$ cat src/rtl/conv1d_cmd_sequencer.sv
// Initiator for the conv1d CFU command interface: sends parameters, streams filter/input bytes,
// polls for completion and returns the result. Define CFU_SEQ_TIMEOUT_EN to bound the poll loop.
module conv1d_cmd_sequencer #(
    parameter int KERNEL_LENGTH = 8,
`ifdef CFU_SEQ_TIMEOUT_EN
    parameter int POLL_LIMIT    = 4096,
`endif
    parameter int MAX_DEPTH     = 128
) (
    input  logic        clk,
    input  logic        reset_n,
    input  logic        cfg_we,
    input  logic [3:0]  cfg_sel,
    input  logic [31:0] cfg_data,
    input  logic        job_start,
    input  logic        job_ld_filt,
    input  logic [10:0] job_in_base,
    input  logic [10:0] job_in_count,
    output logic        job_ready,
    input  logic        s_valid,
    input  logic [7:0]  s_data,
    output logic        s_ready,
    output logic        cfu_en,
    output logic [6:0]  cfu_cmd,
    output logic [31:0] cfu_inp0,
    output logic [31:0] cfu_inp1,
    input  logic [31:0] cfu_ret,
    output logic        res_valid,
    output logic [31:0] res_data,
    input  logic        res_ready,
    output logic        job_err
);

    typedef enum logic [3:0] {
        ST_IDLE, ST_PARAMS, ST_LD_FILT, ST_LD_IN, ST_START,
        ST_POLL_ISS, ST_POLL_WAIT, ST_RD_ISS, ST_RD_WAIT, ST_RESULT
    } state_t;

    // Responder command code for each shadow register, in issue order.
    function automatic logic [6:0] param_cmd(input logic [3:0] idx);
        case (idx)
            4'd0:    param_cmd = 7'd3;
            4'd1:    param_cmd = 7'd5;
            4'd2:    param_cmd = 7'd8;
            4'd3:    param_cmd = 7'd12;
            4'd4:    param_cmd = 7'd13;
            4'd5:    param_cmd = 7'd14;
            4'd6:    param_cmd = 7'd15;
            4'd7:    param_cmd = 7'd16;
            4'd8:    param_cmd = 7'd17;
            default: param_cmd = 7'd0;
        endcase
    endfunction

    state_t      state_r, state_n, after_filt_s, after_params_s;
    logic [31:0] shadow_r  [0:8];
    logic [31:0] job_par_r [0:8];
    logic        ld_filt_r;
    logic [10:0] in_count_r, in_addr_r, filt_len_r, k_r;
    logic [3:0]  idx_r;
    logic        res_valid_r, job_err_r;
    logic [31:0] res_data_r;

    logic        depth_ok_s, accept_s, beat_s, timeout_s;
    logic [10:0] start_len_s, len_div_s, first_addr_s;
    logic        cfu_en_s;
    logic [6:0]  cfu_cmd_s;
    logic [31:0] cfu_inp0_s, cfu_inp1_s;

    assign depth_ok_s     = (shadow_r[1] != 32'd0) && (shadow_r[1] <= 32'(MAX_DEPTH));
    assign start_len_s    = shadow_r[1][10:0] * 11'(KERNEL_LENGTH);
    assign len_div_s      = depth_ok_s ? start_len_s : 11'd1;
    // A base past the ring end folds back into it.
    assign first_addr_s   = job_in_base % len_div_s;
    assign accept_s       = (state_r == ST_IDLE) && job_start && depth_ok_s;
    assign s_ready        = (state_r == ST_LD_FILT) || (state_r == ST_LD_IN);
    assign beat_s         = s_valid && s_ready;
    assign after_filt_s   = (in_count_r != 11'd0) ? ST_LD_IN : ST_START;
    assign after_params_s = ld_filt_r ? ST_LD_FILT : after_filt_s;

    assign job_ready = (state_r == ST_IDLE);
    assign cfu_en    = cfu_en_s;
    assign cfu_cmd   = cfu_cmd_s;
    assign cfu_inp0  = cfu_inp0_s;
    assign cfu_inp1  = cfu_inp1_s;
    assign res_valid = res_valid_r;
    assign res_data  = res_data_r;
    assign job_err   = job_err_r;

`ifdef CFU_SEQ_TIMEOUT_EN
    localparam int POLL_W = $clog2(POLL_LIMIT + 1);
    logic [POLL_W-1:0] poll_cnt_r;

    // Count unfinished polls of the current job.
    always_ff @(posedge clk or negedge reset_n) begin
        if (!reset_n) begin
            poll_cnt_r <= '0;
        end else if (accept_s) begin
            poll_cnt_r <= '0;
        end else if ((state_r == ST_POLL_WAIT) && !cfu_ret[0]) begin
            poll_cnt_r <= poll_cnt_r + 1'b1;
        end
    end
`endif

    // State register.
    always_ff @(posedge clk or negedge reset_n) begin
        if (!reset_n) state_r <= ST_IDLE;
        else          state_r <= state_n;
    end

    // Next state and the command presented to the responder this cycle.
    always_comb begin
        state_n    = state_r;
        cfu_en_s   = 1'b0;
        cfu_cmd_s  = 7'd0;
        cfu_inp0_s = 32'd0;
        cfu_inp1_s = 32'd0;
        timeout_s  = 1'b0;
        case (state_r)
            ST_IDLE: begin
                if (accept_s) state_n = ST_PARAMS;
                else          state_n = ST_IDLE;
            end
            ST_PARAMS: begin
                cfu_en_s   = 1'b1;
                cfu_cmd_s  = param_cmd(idx_r);
                cfu_inp1_s = job_par_r[idx_r];
                if (idx_r == 4'd8) state_n = after_params_s;
                else               state_n = ST_PARAMS;
            end
            ST_LD_FILT: begin
                if (s_valid) begin
                    cfu_en_s   = 1'b1;
                    cfu_cmd_s  = 7'd2;
                    cfu_inp0_s = {21'd0, k_r};
                    cfu_inp1_s = {{24{s_data[7]}}, s_data};
                    if (k_r == filt_len_r - 11'd1) state_n = after_filt_s;
                    else                           state_n = ST_LD_FILT;
                end else begin
                    state_n = ST_LD_FILT;
                end
            end
            ST_LD_IN: begin
                if (s_valid) begin
                    cfu_en_s   = 1'b1;
                    cfu_cmd_s  = 7'd1;
                    cfu_inp0_s = {21'd0, in_addr_r};
                    cfu_inp1_s = {{24{s_data[7]}}, s_data};
                    if (in_count_r == 11'd1) state_n = ST_START;
                    else                     state_n = ST_LD_IN;
                end else begin
                    state_n = ST_LD_IN;
                end
            end
            ST_START: begin
                cfu_en_s  = 1'b1;
                cfu_cmd_s = 7'd6;
                state_n   = ST_POLL_ISS;
            end
            ST_POLL_ISS: begin
                cfu_en_s  = 1'b1;
                cfu_cmd_s = 7'd9;
                state_n   = ST_POLL_WAIT;
            end
            ST_POLL_WAIT: begin
                if (cfu_ret[0]) begin
                    state_n = ST_RD_ISS;
                end else begin
`ifdef CFU_SEQ_TIMEOUT_EN
                    if (poll_cnt_r == POLL_W'(POLL_LIMIT - 1)) begin
                        timeout_s = 1'b1;
                        state_n   = ST_RESULT;
                    end else begin
                        state_n = ST_POLL_ISS;
                    end
`else
                    state_n = ST_POLL_ISS;
`endif
                end
            end
            ST_RD_ISS: begin
                cfu_en_s  = 1'b1;
                cfu_cmd_s = 7'd7;
                state_n   = ST_RD_WAIT;
            end
            ST_RD_WAIT: begin
                state_n = ST_RESULT;
            end
            ST_RESULT: begin
                if (res_ready) state_n = ST_IDLE;
                else           state_n = ST_RESULT;
            end
            default: begin
                state_n = ST_IDLE;
            end
        endcase
    end

    // Shadow registers are writable at any time; a job works from its own snapshot.
    always_ff @(posedge clk or negedge reset_n) begin
        if (!reset_n) begin
            for (int i = 0; i < 9; i++) shadow_r[i] <= 32'd0;
        end else if (cfg_we && (cfg_sel <= 4'd8)) begin
            shadow_r[cfg_sel] <= cfg_data;
        end
    end

    // Job snapshot, parameter index and stream address counters.
    always_ff @(posedge clk or negedge reset_n) begin
        if (!reset_n) begin
            for (int i = 0; i < 9; i++) job_par_r[i] <= 32'd0;
            ld_filt_r  <= 1'b0;
            in_count_r <= 11'd0;
            in_addr_r  <= 11'd0;
            filt_len_r <= 11'd0;
            k_r        <= 11'd0;
            idx_r      <= 4'd0;
        end else if (accept_s) begin
            for (int i = 0; i < 9; i++) job_par_r[i] <= shadow_r[i];
            ld_filt_r  <= job_ld_filt;
            in_count_r <= job_in_count;
            in_addr_r  <= first_addr_s;
            filt_len_r <= start_len_s;
            k_r        <= 11'd0;
            idx_r      <= 4'd0;
        end else begin
            if (state_r == ST_PARAMS) idx_r <= idx_r + 4'd1;
            if ((state_r == ST_LD_FILT) && beat_s) k_r <= k_r + 11'd1;
            if ((state_r == ST_LD_IN) && beat_s) begin
                in_count_r <= in_count_r - 11'd1;
                in_addr_r  <= (in_addr_r == filt_len_r - 11'd1) ? 11'd0 : in_addr_r + 11'd1;
            end
        end
    end

    // Result holding register and sticky error flag.
    always_ff @(posedge clk or negedge reset_n) begin
        if (!reset_n) begin
            res_valid_r <= 1'b0;
            res_data_r  <= 32'd0;
            job_err_r   <= 1'b0;
        end else begin
            if (accept_s)
                job_err_r <= 1'b0;
            else if ((state_r == ST_IDLE) && job_start && !depth_ok_s)
                job_err_r <= 1'b1;
            else if (timeout_s)
                job_err_r <= 1'b1;

            if (timeout_s) begin
                res_data_r  <= 32'd0;
                res_valid_r <= 1'b1;
            end else if (state_r == ST_RD_WAIT) begin
                res_data_r  <= cfu_ret;
                res_valid_r <= 1'b1;
            end else if ((state_r == ST_RESULT) && res_ready) begin
                res_valid_r <= 1'b0;
            end
        end
    end

endmodule

$ cat config.mk
export PLATFORM = sky130hd
export DESIGN_NAME = conv1d_cmd_sequencer
export DESIGN_NICKNAME = d
export VERILOG_FILES = /design/src/rtl/conv1d_cmd_sequencer.sv
export SDC_FILE = /design/constraint.sdc
export NUM_CORES = 1
export LEC_CHECK = 0
export BUFFER_PORTS_ARGS = -buffer_cell sky130_fd_sc_hd__buf_2
export CAP_MARGIN = 20
export CORE_UTILIZATION = 45
export CTS_CLUSTER_DIAMETER = 120
export DETAILED_ROUTE_END_ITERATION = 8
export PLACE_DENSITY = 0.62
export SYNTH_ARGS = -nofsm -noshare
export SYNTH_HDL_FRONTEND = slang
export SYNTH_SLANG_ARGS = --single-unit
$ cat constraint.sdc
create_clock -name clk -period 17.8 [get_ports clk]
set_input_delay 3.56 -clock clk [delete_from_list [all_inputs] [get_ports clk]]
set_output_delay 3.56 -clock clk [all_outputs]
set_load 0.05 [all_outputs]
# Word-level counts from Yosys, hierarchy flattened
# Memories as Yosys holds them, arrays and structs flattened.
# Cells that the tools add are included.
dict set report totals {
  out_inout_bits 108
  elab_cells 118
  reg_bits 660
  rom_bits 80
  n_memories 1
  input_bits 105
}
# name words word_bits rd rd_clocked_by_memory_dff wr line_no
set memory_table {}
lappend memory_table {{(no name shown)} 16 5 1 0 0 41} ;# case (idx)
dict set report op_classes {
  n_reduce_logical 22
  magnitude_cmp 5
  n_addsub 5
  eq_ne 13
  muxes 41
  bitwise_logic 2
  n_div 1
}
# operator n
set ops {}
lappend ops {{$bwmux 288} 1}
lappend ops {{$bmux 32 s4} 1}
lappend ops {{$demux 32 s4} 1}
lappend ops {{$mux 32} 4}
lappend ops {{$mux 11} 10}
lappend ops {{$pmux 32 s2} 1}
lappend ops {{$pmux 7 s6} 1}
lappend ops {{$pmux 4 s10} 1}
lappend ops {{$le 32x8->1 const B} 1}
lappend ops {{$reduce_bool 32->1} 1}
lappend ops {{$add 11x1->11 const B} 2}
lappend ops {{$eq 11x11->1} 2}
lappend ops {{$pmux 11 s2} 1}
lappend ops {{$sub 11x1->11 const B} 2}
lappend ops {{$mux 4} 5}
lappend ops {{$eq 4x3->1 const B} 4}
lappend ops {{$mux 3} 5}
lappend ops {{$eq 4x4->1 const B} 3}
lappend ops {{$eq 11x1->1 const B} 1}
lappend ops {{$mod 11x11->11} 1}
lappend ops {{$reduce_bool 11->1} 1}
lappend ops {{$ge 5x5->1 const B} 2}
lappend ops {{$logic_and 1x1->1} 10}
lappend ops {{$not 4->5} 2}
lappend ops {{14 further kinds} 26}

# Longest topological paths before layout
# Gate-level depths: netlist (run 1).
dict set report depth {
  ltp_word 6
  depth_mapped 89
  mapped_depth_nobuf 84
}

# Worst setup path before layout (run 1)
# Ideal clock, no wire load.
dict set report synth_path {
  path_type {input to register}
  from {in job_in_base[10]}
  to {reg in_addr_r[1]}
  cell_stages 73
  arrival_time_ns 18.211
  path_buffers 4
  required_time_ns 17.674
  setup_time_ns 0.126
  slack_ns -0.537
  path_cell_list {ha_1 o21bai_1 a21o_1 a31oi_1 ha_1 o21ai_0 a2111oi_0 o21a_1 nand2_1 xor2_1 ha_1 a21o_1 and2_1 a31oi_1 nand2_1 mux2_2 ha_1 nor2b_1 (+37 left out) nor2b_1 o21a_1 nor2_1 o22ai_1 inv_1 nand2_1 a2111oi_2 a311oi_4 mux2_2 ha_1 a21oi_1 o21ai_0 a21oi_1 nor2b_1 a32oi_2 buf_6 mux2i_1 a221o_1}
}
dict set report synth_via {
  elab_chain_len 2
}
# element line_no
set synth_rtl {}
lappend synth_rtl {{start, declared} 17} ;# input logic [10:0] job_in_base,
lappend synth_rtl {{$mod 11x11->11} 74} ;# assign first_addr_s = job_in_base % len_div_s;
lappend synth_rtl {{$mux 11} 219} ;# end else if (accept_s) begin
lappend synth_rtl {{end signal, assigned} 223} ;# in_addr_r <= first_addr_s;
lappend synth_rtl {{end signal, assigned} 232} ;# in_addr_r <= (in_addr_r == filt_len_r - 11'd1) ? 11'd0 : in_addr_r + 11'd1;
lappend synth_rtl {{end, declared} 59} ;# logic [10:0] in_count_r, in_addr_r, filt_len_r, k_r;
# Every way passes these cells.
# A chain may end at the register's enable or synchronous reset.

# Worst setup path after layout (run 1)
dict set report layout_path {
  from {in job_in_base[10]}
  to {reg in_addr_r[2]}
}
# Same word-level chain as after synthesis.

==> results of run 1 <==
[state kept, by name (all words and copies together), names as in the netlist]
register / count
idx_r: 4
state_r: 4
in_addr_r: 11
res_valid: 1
job_err: 1
k_r: 11
shadow_r: 288
ld_filt_r: 1
res_data: 32
in_count_r: 11
job_par_r: 288
[timing repair]
action,4_1_cts,5_1_grt
hold buffers,0,0
setup buffers,1,21
pin swaps,1,69
gates resized for setup,6,99
setup endpoints to repair,11,11
cloned,0,1
[cells in the final DEF, fill, tap and decap left out, types with 7 or more instances in the layout]
cell,Yosys,routed
o21a_1,8,7
nand4_1,12,12
clkbuf_1,131,14
mux4_2,64,64
inv_1,26,25
nand2_1,868,862
buf_4,24,169
a21o_1,16,16
a22oi_1,9,9
clkinv_2,0,8
or3_1,9,8
ha_4,0,14
a21oi_1,75,65
clkbuf_16,0,76
and3_1,14,12
buf_2,1,188
nor2b_1,10,7
o211ai_1,8,8
and2_1,32,31
nand3_1,21,16
a221o_1,10,10
xor2_1,34,31
mux2_2,341,336
nor2_1,87,78
nor3_1,20,19
a21oi_2,0,7
clkbuf_8,0,19
xnor2_1,44,42
dfrtp_1,652,649
nor3b_1,11,8
mux2i_1,51,51
ha_1,57,38
nor4_1,16,15
o21ai_0,80,72
nand2b_1,16,14
conb_1,1,23
[final cells by class]
| type | instances | area [um2] |
|---|---|---|
| well taps | 873 | 1090 |
| clock inverters | 18 | 211 |
| repair buffers | 369 | 2430 |
| inverters | 27 | 101 |
| clock buffers | 108 | 2190 |
| multi-input cells | 2044 | 14600 |
| diodes | 3 | 7.51 |
| flip-flops and latches | 652 | 16300 |
| fillers | 5850 | 30800 |
[worst register-to-register path, delay by kind of cell, from the launching register on]
| kind | cells | cell delay, ns |
|---|---|---|
| AND/OR/NAND/NOR | 25 | 5.24 |
| flip-flops | 1 | 0.38 |
| buffers and inverters | 5 | 0.97 |
| adder cells (fa/ha/maj) | 8 | 2.23 |
| AO/OA/AOI/OAI | 33 | 6.18 |
| multiplexers | 2 | 0.41 |
| XOR/XNOR | 6 | 0.95 |
[worst min-delay path by stage]
stage                  startpoint        endpoint  slack [ns]  cells after the start
finish              shadow_r[280]  job_par_r[280]        0.46                      2
global route        shadow_r[204]  job_par_r[204]        0.48                      2
CTS                 shadow_r[280]  job_par_r[280]        0.46                      2
detailed placement  shadow_r[192]  job_par_r[192]        0.44                      2
global placement    shadow_r[262]  job_par_r[262]        0.44                      2
floorplan           shadow_r[128]  job_par_r[128]        0.43                      2
[logic make-up after synthesis]
family / count (synthesis) / share of synthesized area (%)
buffers and inverters: 207 / 2.85
muxes: 459 / 18.8
xor gates and xnor gates: 78 / 2.20
and+or+nand+nor: 1142 / 15.3
other: 1 / 0.0121
AOI/OAI and AO/OA: 285 / 5.95
DFF: 652 / 52.6
adders and majority gates: 57 / 2.30
[metal layers]
layer	track usage (%)	share of wire, %	vias up
met2	38.0	48	470
met5	0	0.059	-
met4	6.18	2.1	8
li1	-	-	10391
met1	31.5	46	11444
met3	3.49	3.9	127
[through the flow]
step	cell area, um2	cells	TNS (ns)	hold WS [ns]
after CTS	36200	4068	0	0.456
final	37000	4094	0	0.458
after global placement	33700	3940	-0.647	0.442
after detailed placement	33800	3941	-8.13	0.444
after floorplan	31200	2903	0	0.433
after global routing	37000	4092	-1.21	0.475
==> key figures, run 1 <==
Die
  • Initial Util: 45.8%
  • # IOs: 213
  • Num rows: 95
  • Die area: 70000 um2
  • Core Area: 67800 um2
  • DIE HEIGHT: 265 um
  • Die width: 265 um

Timing
  • Final worst path period share: 97.0%
  • Setup repair after global routing missed its margin: yes
  • Final worst-path setup slack: 0.542 ns
  • Worst relative slew slack: 25.9%
  • Peak Freq: 57.9 MHz
  • Final slew viol count: 0
  • Min Tclk post-route: 17.26 ns
  • Max Clock Skew: 0.0283 ns
  • Worst Max-Slew Pin Slew: 1.11 ns
  • Final hold violations: 0
  • Final Setup Violations: 0

Clock network
  • Root buf cell: clkbuf_16
  • Clock buffer depth: 3
  • Clock transition at path regs: 0.06 ns
  • CTS tree: done
  • Clk sink count: 652
  • Clock insertion delay at the later pin of the skew report: 0.61 ns
  • CTS buffer count: 72
  • Htree depth: 3

Worst setup path
  • R2r setup slk: 1.26 ns
  • Reg2Reg Depth: 79
  • Stages on worst setup path: 80
  • Reg2reg start: shadow_r[236]
  • CP Launch Type: input pin
  • RR Endpoint: in_addr_r[2]
  • Max incr delay on CP: 0.38 ns
  • Cell with the most instances on the worst path: a21o_1
  • Worst Path Buf+Inv: 6
  • CP endpoint kind: flip-flop
  • Worst setup path endpoint: in_addr_r[2]
  • Critical Path Start: job_in_base[10]
  • Critical path arrival: 17.70 ns
  • Delay-heaviest family, CP: compound AO/OA/AOI/OAI gates
  • Worst setup path class: input pin to flip-flop
  • CP max FO: 7
  • Worst path required time: 18.24 ns
  • Slowest cell on the critical path: or3_4

Yosys
  • Leading area contributor after synthesis: dfrtp_1
  • Synth Cell Area: 31000 um2
  • Area contributors post-synth: dfrtp_1 53%, mux2_2 12%, nand2_1 11%, mux4_2 4.6%, ha_1 2.3%
  • Synth warn: 0
  • Async set or reset register ratio after synthesis: 100%
  • Synthesized instance count: 2881
  • Top cells by instance count after synthesis: 868 x nand2_1, 652 x dfrtp_1, 341 x mux2_2
  • Synth cell types: 76
  • Syn Area/Cell: 10.8 um2
  • Top_reg_cell synth: dfrtp_1
  • Count leader, synth: nand2_1
  • Sequential fraction of the synthesis area: 52.6%
  • Area share of the largest cell type after synthesis: 52.6%
  • EDFF count, synth: 0
  • Flop and latch count out of synthesis: 652

GRT
  • Pin count of the biggest net entering global routing: 230
  • GR Util All Layers: 23.0%
  • First-pass GRT wire length: 127000 um
  • Vias in the first global route: 22902
  • Initial antenna violation count: 6
  • Grt ovf: 0

Cells and area
  • Final core occ: 54.6%
  • Layout cells sized above 1: 31.0%
  • Area delta synth->final: 19.1%
  • Number of nets in the layout: 3328

Routing
  • Routed WL: 80100 um
  • Via density: 5.48
  • Routed WL per cell: 19.6 um
  • Drt drc: 0
  • Remaining antenna violation count: 0
  • 1st-pass router iterations: 5
  • DR vias: 22440
  • Initial DRC count: 1502

Placement
  • # port buffers: 189
  • Final GP Congestion: 0.882
  • DP Wirelength: 49100 um
  • Place WS: -0.818 ns

Flow run
  • MaxCap Viol Count: 0

Run status
  • Outcome: complete, no violations

Min path
  • Min-Delay Path Class: flip-flop to flip-flop
Power of run 1 is left out: the tool's default activity adds up to more than one toggle a clock period on the data nets, which glitch-free logic cannot reach.
==> run 2, diff against run 1 <==
--- a/config.mk
+++ b/config.mk
@@ -10,7 +10,8 @@
 export CORE_UTILIZATION = 45
 export CTS_CLUSTER_DIAMETER = 120
 export DETAILED_ROUTE_END_ITERATION = 8
-export PLACE_DENSITY = 0.62
+export PLACE_DENSITY_LB_ADDON = 0.08
+export SLEW_MARGIN = 20
 export SYNTH_ARGS = -nofsm -noshare
 export SYNTH_HDL_FRONTEND = slang
 export SYNTH_SLANG_ARGS = --single-unit
==> constraint.sdc (replaced) <==
create_clock -name clk -period 17.4 [get_ports clk]
set_input_delay 3.48 -clock clk [delete_from_list [all_inputs] [get_ports clk]]
set_output_delay 3.48 -clock clk [all_outputs]
set_load 0.05 [all_outputs]
==> run 2 against run 1 <==
  * Global-route usage increased by 0.15 points
  * Clock skew is 0.0012 ns lower
  * Final area about the same
  * Core utilization about the same
  * Register-to-register slack worse by 0.72 ns
  * Largest cell class unchanged
  * Final cell count shrank 0.39%
==> key figures, run 2 (synthesized netlist as in run 1, its figures left out) <==
Run status
  • Outcome: complete, no violations (unchanged)

Cells and area
  • Final core occ: 54.5% (was 54.6%)
  • Layout cells sized above 1: 30.8% (was 31.0%)
  • Fill count: 5938 (was 5850)
  • ANT cells: 0 (was 3)
  • Number of nets in the layout: 3311 (was 3328)
  • Most common cell after layout, fill and taps aside: nand2_1 (unchanged)
  • Area delta synth->final: 19.1% (about the same)
  • Commonest cells after routing, fill and taps aside: 864 x nand2_1, 648 x dfrtp_1, 333 x mux2_2, 186 x buf_2, 153 x buf_4 (was 862 x nand2_1, 649 x dfrtp_1, 336 x mux2_2, 188 x buf_2, 169 x buf_4)

Routing
  • 1st-pass router iterations: 5 (unchanged)
  • Remaining antenna violation count: 0 (unchanged)
  • Initial DRC count: 1638 (was 1502)
  • DR vias: 22182 (was 22440)
  • Routed WL: 80500 um (was 80100 um)
  • Drt drc: 0 (unchanged)
  • Via density: 5.44 (was 5.48)
  • Routed WL per cell: 19.7 um (was 19.6 um)

Die
  • Die width: 265 um (unchanged)
  • Initial Util: 45.8% (unchanged)
  • Core Area: 67800 um2 (unchanged)
  • DIE HEIGHT: 265 um (unchanged)
  • Num rows: 95 (unchanged)
  • Die area: 70000 um2 (unchanged)
  • # IOs: 213 (unchanged)

GRT
  • Initial antenna violation count: 3 (was 6)
  • Grt ovf: 0 (unchanged)
  • First-pass GRT wire length: 128000 um (was 127000 um)
  • Vias in the first global route: 22683 (was 22902)
  • Pin count of the biggest net entering global routing: 195 (was 230)
  • GR Util All Layers: 23.1% (was 23.0%)

Timing
  • Max Clock Skew: 0.0271 ns (was 0.0283 ns)
  • Min Tclk post-route: 17.39 ns
  • Final Setup Violations: 0 (unchanged)
  • Final hold violations: 0 (unchanged)
  • Final slew viol count: 0 (unchanged)
  • Peak Freq: 57.5 MHz
  • Final worst path period share: 99.9%
  • Worst relative slew slack: 29.4% (was 25.9%)
  • Setup repair after global routing missed its margin: yes (unchanged)
  • Worst Max-Slew Pin Slew: 1.06 ns (was 1.11 ns)

Clock network
  • Clock insertion delay at the later pin of the skew report: 0.61 ns (about the same)
  • Hold Buf Count CTS: 0 (unchanged)
  • CTS tree: done (unchanged)
  • Clk sink count: 652 (unchanged)
  • Clock buffer depth: 3 (unchanged)
  • CTS buffer count: 72 (unchanged)
  • Root buf cell: clkbuf_16 (unchanged)
  • Clock transition at path regs: 0.05 ns (was 0.06 ns)
  • Htree depth: 3 (unchanged)

Worst setup path
  • CP endpoint kind: flip-flop (unchanged)
  • Worst setup path class: input pin to flip-flop (unchanged)
  • CP max FO: 7 (unchanged)
  • Worst path required time: 17.87 ns (was 18.24 ns)
  • Cell with the most instances on the worst path: a21o_1 (unchanged)
  • Max incr delay on CP: 0.42 ns (was 0.38 ns)
  • CP Launch Type: input pin (unchanged)
  • Slowest cell on the critical path: a2111o_1 (was or3_4)
  • Critical path arrival: 17.86 ns (was 17.70 ns)

Placement
  • Final GP Congestion: 0.875 (was 0.882)
  • # port buffers: 189 (unchanged)
  • DP Wirelength: 49100 um (about the same)

Flow run
  • MaxCap Viol Count: 0 (unchanged)

Min path
  • Min-Delay Path Class: flip-flop to flip-flop (unchanged)
[run 2: cell types whose count changed in the layout (fill, tap and decap cells not counted), sizes merged]
| cell | previous run | this run |
|---|---|---|
| diode | 3 | 0 |
| inv | 29 | 28 |
| buf | 368 | 351 |
| bufinv | 2 | 6 |
| clkinvlp | 2 | 0 |
| clkbuf | 109 | 112 |
[run 2: routing by layer]
layer  track usage [%]  up-vias  wire length (um)
met1              32.2    11262             37100
met5                 0        -                42
li1                  -    10356                 -
met3              3.41      114              3190
met4              5.09        6              1460
met2              38.3      444             38700
[run 2: worst paths after layout]
path / startpoint / endpoint / slack, ns / cells past startpoint
min: shadow_r[262] / job_par_r[262] / 0.44 / 2
min in group asynchronous: reset_n / job_err / 2.95 / 1
max reg2reg: shadow_r[237] / in_addr_r[1] / 0.54 / 75
max: job_in_base[10] / in_addr_r[1] / 0.01 / 75
max in group asynchronous: reset_n / job_par_r[141] / 11.39 / 4
min reg2reg: shadow_r[262] / job_par_r[262] / 0.44 / 2
[run 2: final cells by class]
class	instances	area [um2]	area share, %
clock inverter	19	308	0.833
clock buffer	111	2210	5.99
tap	873	1090	2.96
inverter	27	101	0.274
multi-input combinational	2044	14600	39.6
sequential	652	16300	44.2
timing repair buffer	352	2290	6.19
[run 2: metrics by stage]
| step | hold WS [ns] | worst slack [ns] | instance area (um2) | std cells | TNS [ns] |
|---|---|---|---|---|---|
| floorplan | 0.433 | 0.00176 | 31300 | 2903 | 0 |
| global placement | 0.440 | -0.163 | 33600 | 3914 | -1.21 |
| detailed placement | 0.443 | -0.737 | 33600 | 3914 | -7.28 |
| CTS | 0.448 | 0.0240 | 36100 | 4046 | 0 |
| global route | 0.454 | -0.563 | 37000 | 4078 | -5.67 |
| finish | 0.444 | 0.00993 | 37000 | 4078 | 0 |
[run 2: what timing repair did]
| item | 4_1_cts | 5_1_grt |
|---|---|---|
| pin swaps | 1 | 71 |
| setup endpoints to repair | 10 | 11 |
| cloned | 0 | 1 |
| gates resized for setup | 2 | 93 |
| setup buffers | 2 | 30 |
[run 2: worst max-delay path: cells and delay by family]
family | cells | cell delay [ns]
simple gates | 16 | 2.35
compound gates | 35 | 6.95
fa+ha+maj | 8 | 2.03
mux | 7 | 1.71
buf+inv | 6 | 0.92
xor+xnor | 3 | 0.35
Power of run 2 is left out for the same reason.
